$ cat src/rtl/jk_excitation_driver.sv
// Writer for a bank of JK flip-flops: turns a target word into one cycle of J/K
// excitation, reads the bank back, and re-drives a bounded number of times.
module jk_excitation_driver #(
  parameter int WIDTH       = 8,
  parameter bit TOGGLE_PREF = 1'b0,
  parameter int MAX_RETRY   = 2,
  localparam int CW         = $clog2(WIDTH + 1)
) (
  input  logic             clk,
  input  logic             reset,
  input  logic             tgt_valid,
  input  logic [WIDTH-1:0] tgt_data,
  output logic             tgt_ready,
  output logic [WIDTH-1:0] j,
  output logic [WIDTH-1:0] k,
  input  logic [WIDTH-1:0] q_fb,
  output logic             busy,
  output logic             done,
  output logic             err,
  output logic [CW-1:0]    flip_cnt
);

  typedef enum logic [1:0] {IDLE, DRIVE, CHECK} state_t;

  localparam logic [2:0] MAX_R = 3'(MAX_RETRY);

  state_t           state_q, state_d;
  logic [WIDTH-1:0] tgt_q, tgt_d;
  logic [WIDTH-1:0] j_q, j_d;
  logic [WIDTH-1:0] k_q, k_d;
  logic [2:0]       retry_q, retry_d;
  logic             done_q, done_d;
  logic             err_q, err_d;
  logic [CW-1:0]    flip_cnt_q, flip_cnt_d;

  // Excitation table: unchanged bits get 00 so the bank holds them.
  function automatic logic [2*WIDTH-1:0] excite(input logic [WIDTH-1:0] cur,
                                                input logic [WIDTH-1:0] tgt);
    logic [WIDTH-1:0] chg;
    chg = cur ^ tgt;
    if (TOGGLE_PREF) return {chg, chg};
    return {~cur & tgt, cur & ~tgt};
  endfunction

  function automatic logic [CW-1:0] popcount(input logic [WIDTH-1:0] v);
    logic [CW-1:0] n;
    n = '0;
    for (int i = 0; i < WIDTH; i++) n = n + CW'(v[i]);
    return n;
  endfunction

  assign tgt_ready = (state_q == IDLE) && !reset;
  assign busy      = (state_q != IDLE);
  assign j         = j_q;
  assign k         = k_q;
  assign done      = done_q;
  assign err       = err_q;
  assign flip_cnt  = flip_cnt_q;

  always_comb begin
    state_d    = state_q;
    tgt_d      = tgt_q;
    j_d        = '0;
    k_d        = '0;
    retry_d    = retry_q;
    done_d     = 1'b0;
    err_d      = 1'b0;
    flip_cnt_d = flip_cnt_q;
    case (state_q)
      IDLE: begin
        if (tgt_valid && tgt_ready) begin
          tgt_d      = tgt_data;
          retry_d    = '0;
          {j_d, k_d} = excite(q_fb, tgt_data);
          flip_cnt_d = popcount(q_fb ^ tgt_data);
          state_d    = DRIVE;
        end
      end
      DRIVE: state_d = CHECK;
      CHECK: begin
        if (q_fb == tgt_q) begin
          state_d = IDLE;
          done_d  = 1'b1;
        end else if (retry_q < MAX_R) begin
          // Recompute from the current readback rather than replaying the old drive.
          retry_d    = retry_q + 3'd1;
          {j_d, k_d} = excite(q_fb, tgt_q);
          state_d    = DRIVE;
        end else begin
          state_d = IDLE;
          err_d   = 1'b1;
        end
      end
      default: state_d = IDLE;
    endcase
  end

  always_ff @(posedge clk) begin
    if (reset) begin
      state_q    <= IDLE;
      j_q        <= '0;
      k_q        <= '0;
      retry_q    <= '0;
      done_q     <= 1'b0;
      err_q      <= 1'b0;
      flip_cnt_q <= '0;
    end else begin
      state_q    <= state_d;
      j_q        <= j_d;
      k_q        <= k_d;
      retry_q    <= retry_d;
      done_q     <= done_d;
      err_q      <= err_d;
      flip_cnt_q <= flip_cnt_d;
    end
    tgt_q <= tgt_d;
  end

endmodule

$ cat config.mk
export PLATFORM = sky130hd
export DESIGN_NAME = jk_excitation_driver
export DESIGN_NICKNAME = d
export VERILOG_FILES = /design/src/rtl/jk_excitation_driver.sv
export SDC_FILE = /design/constraint.sdc
export NUM_CORES = 1
export LEC_CHECK = 0
export ABC_AREA = 1
export BUFFER_PORTS_ARGS = -buffer_cell sky130_fd_sc_hd__buf_4
export CAP_MARGIN = 20
export CELL_PAD_IN_SITES_DETAIL_PLACEMENT = 1
export CELL_PAD_IN_SITES_GLOBAL_PLACEMENT = 1
export CORE_MARGIN = 5
export CORE_UTILIZATION = 35
export CTS_CLUSTER_DIAMETER = 120
export CTS_CLUSTER_SIZE = 12
export DETAILED_ROUTE_END_ITERATION = 8
export PLACE_DENSITY = 0.77
export SLEW_MARGIN = 5
export SYNTH_ARGS = -nofsm -noshare
export SYNTH_HDL_FRONTEND = slang
export SYNTH_SLANG_ARGS = --single-unit
$ cat constraint.sdc
create_clock -name clk -period 8.34 [get_ports clk]
set_input_delay 2.085 -clock clk [delete_from_list [all_inputs] [get_ports clk]]
set_output_delay 2.085 -clock clk [all_outputs]
set_load 0.01 [all_outputs]
==> results of run 1 <==
## cells by family (layout without fill, tap and decap cells)
kind of cell,count (synthesis),count (layout)
adders and majority gates,40,40
buffers and inverters,50,92
AOI/OAI and AO/OA,25,25
xor gates and xnor gates,1,1
DFF,35,35
and+or+nand+nor,65,65
## per-stage QoR
step                worst slack, ns  hold WS [ns]
detailed placement            2.999        0.4490
CTS                           3.271        0.4636
global route                  3.139        0.4872
global placement              3.197        0.4463
floorplan                     3.382        0.4313
finish                        3.298        0.4608
## worst max-delay path: stages
cell,delay [ns]
buf_4,0.09
inv_1,0.05
ha_1,0.32
fa_1,0.56
inv_1,0.06
fa_1,0.54
inv_1,0.06
fa_1,0.47
inv_1,0.09
ha_1,0.17
inv_1,0.06
fa_1,0.37
xor2_1,0.15
o21ai_0,0.18
## flip-flops by register name, indices dropped and copies added (netlist names)
name      flops
done          1
err           1
flip_cnt      4
j             8
k             8
retry_q       3
state_q       2
tgt_q         8
## worst max-delay path by stage
stage	from	end	slack (ns)
after floorplan	tgt_data[0]	flip_cnt[2]$_SDFFE_PP0P_	3.38
after global placement	tgt_data[0]	flip_cnt[2]$_SDFFE_PP0P_	3.20
after detailed placement	tgt_data[0]	flip_cnt[2]$_SDFFE_PP0P_	3.00
after CTS	tgt_data[0]	flip_cnt[2]$_SDFFE_PP0P_	3.27
after global routing	tgt_data[0]	flip_cnt[2]$_SDFFE_PP0P_	3.14
final	tgt_data[0]	flip_cnt[2]$_SDFFE_PP0P_	3.30
## where the power goes
part | switching, mW | internal, mW | leakage (nW) | total, mW
Combinational | 0.0546 | 0.0435 | 0.881 | 0.0982
Clock | 0.0627 | 0.0648 | 0.0470 | 0.128
Sequential | 0.00442 | 0.182 | 0.293 | 0.186
Total | 0.122 | 0.290 | 1.22 | 0.412
## final cells by class
class / count / area [µm²]
timing repair buffer: 42 / 315.3
clock inverter: 1 / 5.005
clock buffer: 6 / 82.58
inverter: 43 / 163.9
fill: 656 / 3084
multi-input combinational: 131 / 984.7
sequential: 35 / 780.7
tap: 72 / 90.09
## cell usage in the layout, fill, tap and decap left out
| master | Yosys | layout |
|---|---|---|
| edfxtp_1 | 8 | 8 |
| nand3_1 | 19 | 19 |
| inv_1 | 41 | 41 |
| a21oi_1 | 22 | 22 |
| nor3_1 | 2 | 2 |
| inv_4 | 1 | 1 |
| xor2_1 | 1 | 1 |
| nand3b_4 | 1 | 1 |
| dfxtp_1 | 27 | 27 |
| nand2_1 | 32 | 32 |
| nand2_4 | 1 | 1 |
| o21ai_0 | 2 | 2 |
| nor2_1 | 5 | 5 |
| clkinv_2 | 0 | 1 |
| inv_2 | 1 | 1 |
| a21oi_2 | 1 | 1 |
| clkbuf_8 | 0 | 6 |
| fa_1 | 4 | 4 |
| nand2_2 | 2 | 2 |
| buf_4 | 0 | 42 |
| nand4_1 | 1 | 1 |
| nor2_4 | 2 | 2 |
| ha_1 | 36 | 36 |
## layer usage
metal  GRT usage [%]  part of all wire (%)  vias up
li1                -                     -      762
met3           3.981                   4.4        6
met5               0                     0        -
met4           4.317                   1.5        0
met2           25.85                    53       29
met1           15.15                    41      730
==> metrics.md, run 1 <==
| Metric | Value |
|---|---|
| Outcome | finished clean |
| Rows | 27 |
| Netlist cell types | 23 |
| Initial antenna violation count | 0 |
| RR Endpoint | retry_q[0]$_SDFFE_PP0P_ |
| Worst-Skew Late Latency | 0.29 ns |
| Fin crit share | 60.46% |
| Ratio of cells with drive above 1 in the final layout | 22.48% |
| Post-synth ARST share | 0% |
| Mux cell area share after synthesis | 0% |
| Clock tree from TritonCTS | built |
| First-pass GRT wire length | 7935 µm |
| Post-CTS Setup Bufs | 0 |
| Maximum fanout along the worst path | 3 |
| Crit path kind | input port to flop |
| Post-cts repair resize count | 0 |
| Final nets | approximately 320 |
| Layout Utilization | 43.99% |
| Worst setup SP type | input port |
| Final slew viol count | 0 |
| I/O Buffers | 42 |
| Top_reg_cell synth | dfxtp_1 |
| DIE WIDTH | 85.37 µm |
| Number of flops mapped to enable cells by yosys | 8 |
| Synth Area in Compound Gates | 6.482% |
| Maxcap violations | 0 |
| DR iter-0 viols | 56 |
| Antenna Nets Post-Route | 0 |
| Area contributors post-synth | dfxtp_1 (27%), ha_1 (23%), edfxtp_1 (12%) |
| R2r startpoint | tgt_q[4]$_DFFE_PP_ |
| Clock buffer depth | 2 |
| Max_slew headroom | roughly half |
| FF-to-FF setup slack | 6.35 ns |
| Fmax | 198.3 MHz |
| Hold Startpoint | retry_q[2]$_SDFFE_PP0P_ |
| DR WL/cell | ~14 µm |
| Syn nets | between 200 and 300 |
| Commonest cells in the netlist | inv_1 (41), ha_1 (36), nand2_1 (32) |
| DRC violations left | 0 |
| Die H | 85.37 µm |
| WP data arrival | about 5.3 ns |
| GRT overflow | 0 |
| Final Hold Fails | 0 |
| Req. time, crit path | ~8.6 ns |
| RSZ-0062 raised after global routing | false |
| Syn avg cell area | 9.204 µm² |
| Clock Sinks | 35 |
| Top-area cell type share of the netlist area | between 20% and 30% |
| Final Critical Period | 5.042 ns |
| Initial core utilization | 36.11% |
| Pleak | 1.222 nW |
| Via density per instance | 4.627 |
| Hold endpoint | retry_q[2]$_SDFFE_PP0P_ |
| Final total power | slightly above 400 µW |
| Final instance area | 2422 µm² |
| Post-placement cell area | around 2300 µm² |
| Pre-antenna DRT Iters | 4 |
| DRT Wirelength | 4670 µm |
| Hold path cells | 2 |
| Count leader, synth | inv_1 |
| Total CTS buffers | 5 |
| Least-Margin Pin Slew | 0.7274 ns |
| Ant diodes | 0 |
| Synth Area in Simple Gates | 15.92% |
| Core ar. | between 5000 and 6000 µm² |
| Xor/xnor share of the synthesized area | less than 1% |
| Sequential area share after synthesis | 39.27% |
| Clk slew on worst S/H paths | 0.07 ns |
| Die area | around 7300 µm² |
| Post-Synth Adder-Cell Area | a little over a quarter |
| Layout area overhead | 21.84% |
| Synth area leader | dfxtp_1 |
| Reg2reg path depth | 9 |
| Min-Delay Path Class | flop to flop |
| FF+latch count, synth | 35 |
| Gr usage total | between 10 and 15% |
| Pin count of the biggest net entering global routing | 29 |
| # H-tree levels | 2 |
| Inst Count DP | 323 |
| Hold_buf cts | 0 |
| Synth warn | 0 |
| Largest family of logic cells by synthesized area | adder cells |
| Post-Syn Instances | 216 |
| Pwr dens | 170.0 nW/µm² |
| HPWL after DPL | roughly 3500 µm |
| Worst Skew | 0.005507 ns |
| Vias in the first global route | 1677 |
| Netlist Area Pre-Place | between 1500 and 2000 µm² |
| Global placer's final weighted congestion | between 0.7 and 0.8 |
| Setup TNS | 0 ns |
| I/O pin count | 43 |
| Via count | ~1500 |
| CTS root buf | clkbuf_8 |
| # setup viols final | 0 |
| Fin cells | 330 |
| Setup crit end kind | flop |
| Max VDD drop | around 0.067 mV |
(Power assumes the default switching activity.)
==> run 2: changes to the inputs <==
==> constraint.sdc (replaced) <==
create_clock -name clk -period 5.1 [get_ports clk]
set_input_delay 1.275 -clock clk [delete_from_list [all_inputs] [get_ports clk]]
set_output_delay 1.275 -clock clk [all_outputs]
set_load 0.01 [all_outputs]
==> run 2 against run 1 <==
Net effect: final area is the same; via count grew 0.26%; sequential power grew 64%; largest power group unchanged; largest cell class unchanged.
==> metrics.md, run 2 (synthesized netlist as in run 1, its figures left out) <==
| Metric | Value |
|---|---|
| Req. time, crit path | 5.30 ns (-3.25 ns) |
| Min-Delay Path Class | flop to flop |
| Final slew viol count | 0 (unchanged) |
| Setup WS pre-CTS | 0.5772 ns (-2.422 ns) |
| R2r startpoint | tgt_q[3]$_DFFE_PP_ |
| Hold path cells | 2 (unchanged) |
| Via density per instance | 4.639 (+0.26%) |
| Gr usage total | 13.88% (-0.057 points) |
| I/O pin count | 43 (unchanged) |
| CP max-delay cell | fa_1 |
| Most frequent cells in the layout | buf_4 (42), inv_1 (41), ha_1 (36) |
| WP data arrival | 4.41 ns (-0.84 ns) |
| Max incr delay on CP | 0.56 ns (about the same) |
| Final Hold Fails | 0 (unchanged) |
| Maximum fanout along the worst path | 3 (unchanged) |
| Pwr dens | 277.7 nW/µm² (+63%) |
| Post-CTS Setup Bufs | 0 (unchanged) |
| Ant diodes | 0 (unchanged) |
| Total CTS buffers | 5 (unchanged) |
| Hold endpoint | retry_q[2]$_SDFFE_PP0P_ |
| Final nets | 317 (unchanged) |
| # H-tree levels | 2 (unchanged) |
| Outcome | finished clean |
| Global placer's final weighted congestion | 0.7476 (unchanged) |
| Pleak | 1.222 nW (unchanged) |
| Antenna Nets Post-Route | 0 (unchanged) |
| Maxcap violations | 0 (unchanged) |
| Clock tree from TritonCTS | built |
| # fillers | 655 (-0.15%) |
| Max_slew headroom | 51.08% (-0.31 points) |
| RSZ-0062 raised after global routing | false |
| FF-to-FF setup slack | 3.10 ns (-3.25 ns) |
| Register Area | 780.7 µm² (unchanged) |
| Fmax | 237.9 MHz |
| Layout area overhead | 21.84% (unchanged) |
| Layout Utilization | 43.99% (unchanged) |
| Cell repeated most along the worst path | inv_1 |
| RR Endpoint | retry_q[0]$_SDFFE_PP0P_ |
| Family with the most delay on the worst path | adder cells |
| # setup viols final | 0 (unchanged) |
| Post-cts repair resize count | 0 (unchanged) |
| Clock buffer depth | 2 (unchanged) |
| Worst-Skew Late Latency | 0.29 ns (about the same) |
| Setup TNS | 0 ns (unchanged) |
| Clock Sinks | 35 (unchanged) |
| Least-Margin Pin Slew | 0.7320 ns (+0.004579 ns) |
| DRT Wirelength | 4600 µm (-1.5%) |
| Clk slew on worst S/H paths | 0.07 ns (about the same) |
| Die area | 7288 µm² (unchanged) |
| Final Critical Period | roughly 4.2 ns |
| CTS root buf | clkbuf_8 |
| Area of the multi-input gates | 984.7 µm² (unchanged) |
| Core ar. | 5507 µm² (unchanged) |
| Pre-antenna DRT Iters | 4 (unchanged) |
| Setup slack after layout | 0.8974 ns (-2.401 ns) |
| Worst setup SP type | input port |
| Die H | 85.37 µm (unchanged) |
| Via count | 1531 (+0.26%) |
| Buffers and inverters on the worst path | 6 (unchanged) |
| I/O Buffers | 42 (unchanged) |
| CP Cell Sequence | buf_4 > inv_1 > ha_1 > fa_1 > inv_1 > fa_1 > inv_1 > fa_1 > inv_1 > ha_1 > inv_1 > fa_1 > xor2_1 > o21ai_0 |
| First-pass GRT wire length | 7941 µm (about the same) |
| DRC violations left | 0 (unchanged) |
| Most common cell after layout, fill and taps aside | buf_4 |
| Crit path kind | input port to flop |
| Initial core utilization | 36.11% (unchanged) |
| DR WL/cell | 13.94 µm (-1.5%) |
| Setup crit end kind | flop |
| Max VDD drop | 0.1155 mV (+72%) |
| Rows | 27 (unchanged) |
| Final hold slack | 0.4609 ns (+0.00008000 ns) |
| DIE WIDTH | 85.37 µm (unchanged) |
| Pin count of the biggest net entering global routing | 29 (unchanged) |
| Fin crit share | 82.40% |
| Worst Skew | 0.005344 ns (-0.0001630 ns) |
| GRT overflow | 0 (unchanged) |
| HPWL after DPL | 3490 µm (+0.36%) |
| Initial antenna violation count | 0 (unchanged) |
| DR iter-0 viols | 44 (-21%) |
| Ratio of cells with drive above 1 in the final layout | 22.48% (unchanged) |
| Reg2reg path depth | 9 (unchanged) |
| Vias in the first global route | 1696 (+1.1%) |
| Hold_buf cts | 0 (unchanged) |
| Hold Startpoint | retry_q[2]$_SDFFE_PP0P_ |
-- run 2: cell counts in the layout (fill, tap and decap cells not counted) --
Identical to the previous run, type by type.
-- run 2: worst max path at each step --
stage                            from                       end  slack [ns]  depth (start not counted)
after floorplan           tgt_data[0]  flip_cnt[2]$_SDFFE_PP0P_        0.95                         13
after global placement    tgt_data[0]  flip_cnt[2]$_SDFFE_PP0P_        0.77                         14
after detailed placement  tgt_data[0]  flip_cnt[2]$_SDFFE_PP0P_        0.58                         14
after CTS                 tgt_data[0]  flip_cnt[2]$_SDFFE_PP0P_        0.87                         14
after global routing      tgt_data[0]  flip_cnt[2]$_SDFFE_PP0P_        0.72                         14
final                     tgt_data[0]  flip_cnt[2]$_SDFFE_PP0P_        0.90                         14
-- run 2: where the power goes --
| part | total, mW | internal (mW) | switching, mW | leakage (nW) |
|---|---|---|---|---|
| combinational | 0.159 | 0.0713 | 0.0877 | 0.881 |
| sequential | 0.305 | 0.297 | 0.00756 | 0.293 |
| clock | 0.209 | 0.106 | 0.103 | 0.0470 |
-- run 2: stage by stage --
stage	instance area [µm²]	total power, mW	instances
2_1_floorplan	1988	0.4135	216
3_3_place_gp	2335	0.4667	323
3_5_place_dp	2335	0.4736	323
4_1_cts	2422	0.6865	330
5_1_grt	2422	0.7182	330
6_report	2422	0.6727	330
-- run 2: final cells by class --
class	count	share of cell area, %
Clock buffer	6	3.409
Timing Repair Buffer	42	13.02
Sequential cell	35	32.23
Multi-Input combinational cell	131	40.65
Clock inverter	1	0.2066
Tap cell	72	3.719
Inverter	43	6.767
-- run 2: per-layer routing --
layer	part of all wire, %	wire length [µm]	up-vias	GRT usage [%]
met5	0	0	-	0
li1	-	-	763	-
met3	4.3	197	6	3.786
met2	53	2415	31	24.86
met1	42	1913	731	15.75
met4	1.6	73	0	4.748
-- run 2: worst register-to-register path, stage by stage, from the launching register on --
cell and delay [ns]:
edfxtp_1 0.40, ha_1 0.29, nand2_1 0.09, nor2_1 0.05, nand2_1 0.54, nand2_1 0.21, nand2_1 0.16, nand2_1 0.06
nand2_1 0.06, nor2_1 0.04
==> run 3: changes to the inputs <==
==> constraint.sdc (replaced) <==
create_clock -name clk -period 4.18 [get_ports clk]
set_input_delay 1.045 -clock clk [delete_from_list [all_inputs] [get_ports clk]]
set_output_delay 1.045 -clock clk [all_outputs]
set_load 0.01 [all_outputs]
==> run 3 against run 2 <==
Net effect: utilization did not move; die area is the same; worst hold slack about the same; first-iteration DRC count rose by 6.8%; critical path depth is the same; register-to-register slack got worse by 0.92 ns; via count shrank 0.91%; combinational power increased by 23%; cell count unchanged.
==> metrics.md, run 3 (synthesized netlist as in run 1, its figures left out) <==
| Metric | Value |
|---|---|
| Antenna Nets Post-Route | 0 (unchanged) |
| Final slew viol count | 0 (unchanged) |
| CTS root buf | clkbuf_8 |
| Outcome | finished clean |
| Global placer's final weighted congestion | 0.7476 (unchanged) |
| Highest routed layer | met4 |
| Setup crit end kind | flop |
| I/O pin count | 43 (unchanged) |
| DIE WIDTH | 85.37 µm (unchanged) |
| Via count | 1517 (-0.91%) |
| Ant diodes | 0 (unchanged) |
| Met2 WL | 2466 µm (+2.1%) |
| Die area | 7288 µm² (unchanged) |
| Fmax | 253.5 MHz |
| Total CTS buffers | 5 (unchanged) |
| Worst-Skew Late Latency | 0.29 ns (about the same) |
| Clock Sinks | 35 (unchanged) |
| Worst Skew | 0.006480 ns (+0.001136 ns) |
| WP data arrival | 4.16 ns (-0.25 ns) |
| RSZ-0062 raised after global routing | false |
| Gr usage total | 13.90% (+0.020 points) |
| Setup WS pre-CTS | -0.1009 ns (-0.6781 ns) |
| Maximum fanout along the worst path | 3 (unchanged) |
| Clock buffer depth | 2 (unchanged) |
| Fin crit share | a little over nine tenths |
| HPWL after DPL | 3476 µm (-0.40%) |
| Setup slack after layout | 0.2350 ns (-0.6624 ns) |
| Post-cts repair resize count | 0 (unchanged) |
| # fillers | 647 (-1.2%) |
| DRC violations left | 0 (unchanged) |
| Register Area | 780.7 µm² (unchanged) |
| Layout area overhead | 21.84% (unchanged) |
| Core ar. | 5507 µm² (unchanged) |
| Worst setup SP type | input port |
| Final Hold Fails | 0 (unchanged) |
| Clock tree from TritonCTS | built |
| Most common cell after layout, fill and taps aside | buf_4 |
| # H-tree levels | 2 (unchanged) |
| Vias in the first global route | 1689 (-0.41%) |
| Die H | 85.37 µm (unchanged) |
| DR iter-0 viols | 47 (+6.8%) |
| Min-Delay Path Class | flop to flop |
| Final nets | 317 (unchanged) |
| Pwr dens | 339.5 nW/µm² (+22%) |
| Ratio of cells with drive above 1 in the final layout | 22.48% (unchanged) |
| Post-CTS Setup Bufs | 0 (unchanged) |
| Clk slew on worst S/H paths | 0.07 ns (about the same) |
| Setup TNS | 0 ns (unchanged) |
| DRT Wirelength | 4637 µm (+0.80%) |
| Pin count of the biggest net entering global routing | 29 (unchanged) |
| Initial antenna violation count | 0 (unchanged) |
| Req. time, crit path | 4.40 ns (-0.90 ns) |
| Area of the multi-input gates | 984.7 µm² (unchanged) |
| Via density per instance | 4.597 (-0.91%) |
| I/O Buffers | 42 (unchanged) |
| Pleak | 1.222 nW (about the same) |
| Hold_buf cts | 0 (unchanged) |
| GRT overflow | 0 (unchanged) |
| Maxcap violations | 0 (unchanged) |
| Final Critical Period | 3.945 ns |
| Rows | 27 (unchanged) |
| Max VDD drop | 0.1266 mV (+9.6%) |
| Max_slew headroom | 51.42% (+0.34 points) |
| Pre-antenna DRT Iters | 4 (unchanged) |
| Met1 wire length | 1928 µm (+0.78%) |
| DR WL/cell | 14.05 µm (+0.80%) |
| Detail Route met3 WL | 183 µm (-7.1%) |
| Initial core utilization | 36.11% (unchanged) |
| Least-Margin Pin Slew | 0.7270 ns (-0.005036 ns) |
| First-pass GRT wire length | 7941 µm (unchanged) |
| # setup viols final | 0 (unchanged) |
| Crit path kind | input port to flop |
| Most frequent cells in the layout | buf_4 (42), inv_1 (41), ha_1 (36) |
## run 3: cell counts in the layout (fill, tap and decap cells not counted)
No cell type changed its count.
## run 3: stage by stage
step | util (%) | hold slack, ns | std cells | cell area [µm²] | total power [mW]
after global placement | 42.40 | 0.4463 | 323 | 2335 | 0.5694
final | 43.99 | 0.4613 | 330 | 2422 | 0.8223
after floorplan | - | 0.4313 | 216 | 1988 | 0.5045
after detailed placement | 42.40 | 0.4563 | 323 | 2335 | 0.5781
after global routing | 43.99 | 0.5050 | 330 | 2422 | 0.8787
after CTS | 43.99 | 0.4669 | 330 | 2422 | 0.8383
## run 3: per-layer routing
metal | global-route usage, % | vias to the layer above
met2 | 25.56 | 27
met5 | 0 | -
li1 | - | 761
met1 | 15.52 | 725
met4 | 4.317 | 0
met3 | 3.592 | 4
## run 3: layout make-up
type | count | share of cell area, %
multi-input combinational | 131 | 40.65
clock buffer | 6 | 3.409
sequential | 35 | 32.23
timing repair buffer | 42 | 13.02
tap | 72 | 3.719
clock inverter | 1 | 0.2066
inverter | 43 | 6.767
## run 3: path summary, 6_finish.rpt
kind,slack (ns),endpoint,startpoint,depth (start not counted)
worst max-delay path,0.24,flip_cnt[2]$_SDFFE_PP0P_,tgt_data[0],14
worst min-delay path,0.46,retry_q[2]$_SDFFE_PP0P_,retry_q[2]$_SDFFE_PP0P_,2
worst max register to register,2.18,retry_q[0]$_SDFFE_PP0P_,tgt_q[3]$_DFFE_PP_,9
worst min register to register,0.46,retry_q[2]$_SDFFE_PP0P_,retry_q[2]$_SDFFE_PP0P_,2
## run 3: worst max-delay path, stage by stage
cell and delay [ns]:
buf_4 0.09, inv_1 0.05, ha_1 0.33, fa_1 0.56
inv_1 0.06, fa_1 0.54, inv_1 0.06, fa_1 0.47
inv_1 0.07, ha_1 0.16, inv_1 0.06, fa_1 0.37
xor2_1 0.15, o21ai_1 0.14
## run 3: report_power, final
part / switching, mW / internal [mW]
registers: 0.00934 / 0.362
logic: 0.108 / 0.0873
clock network: 0.126 / 0.129
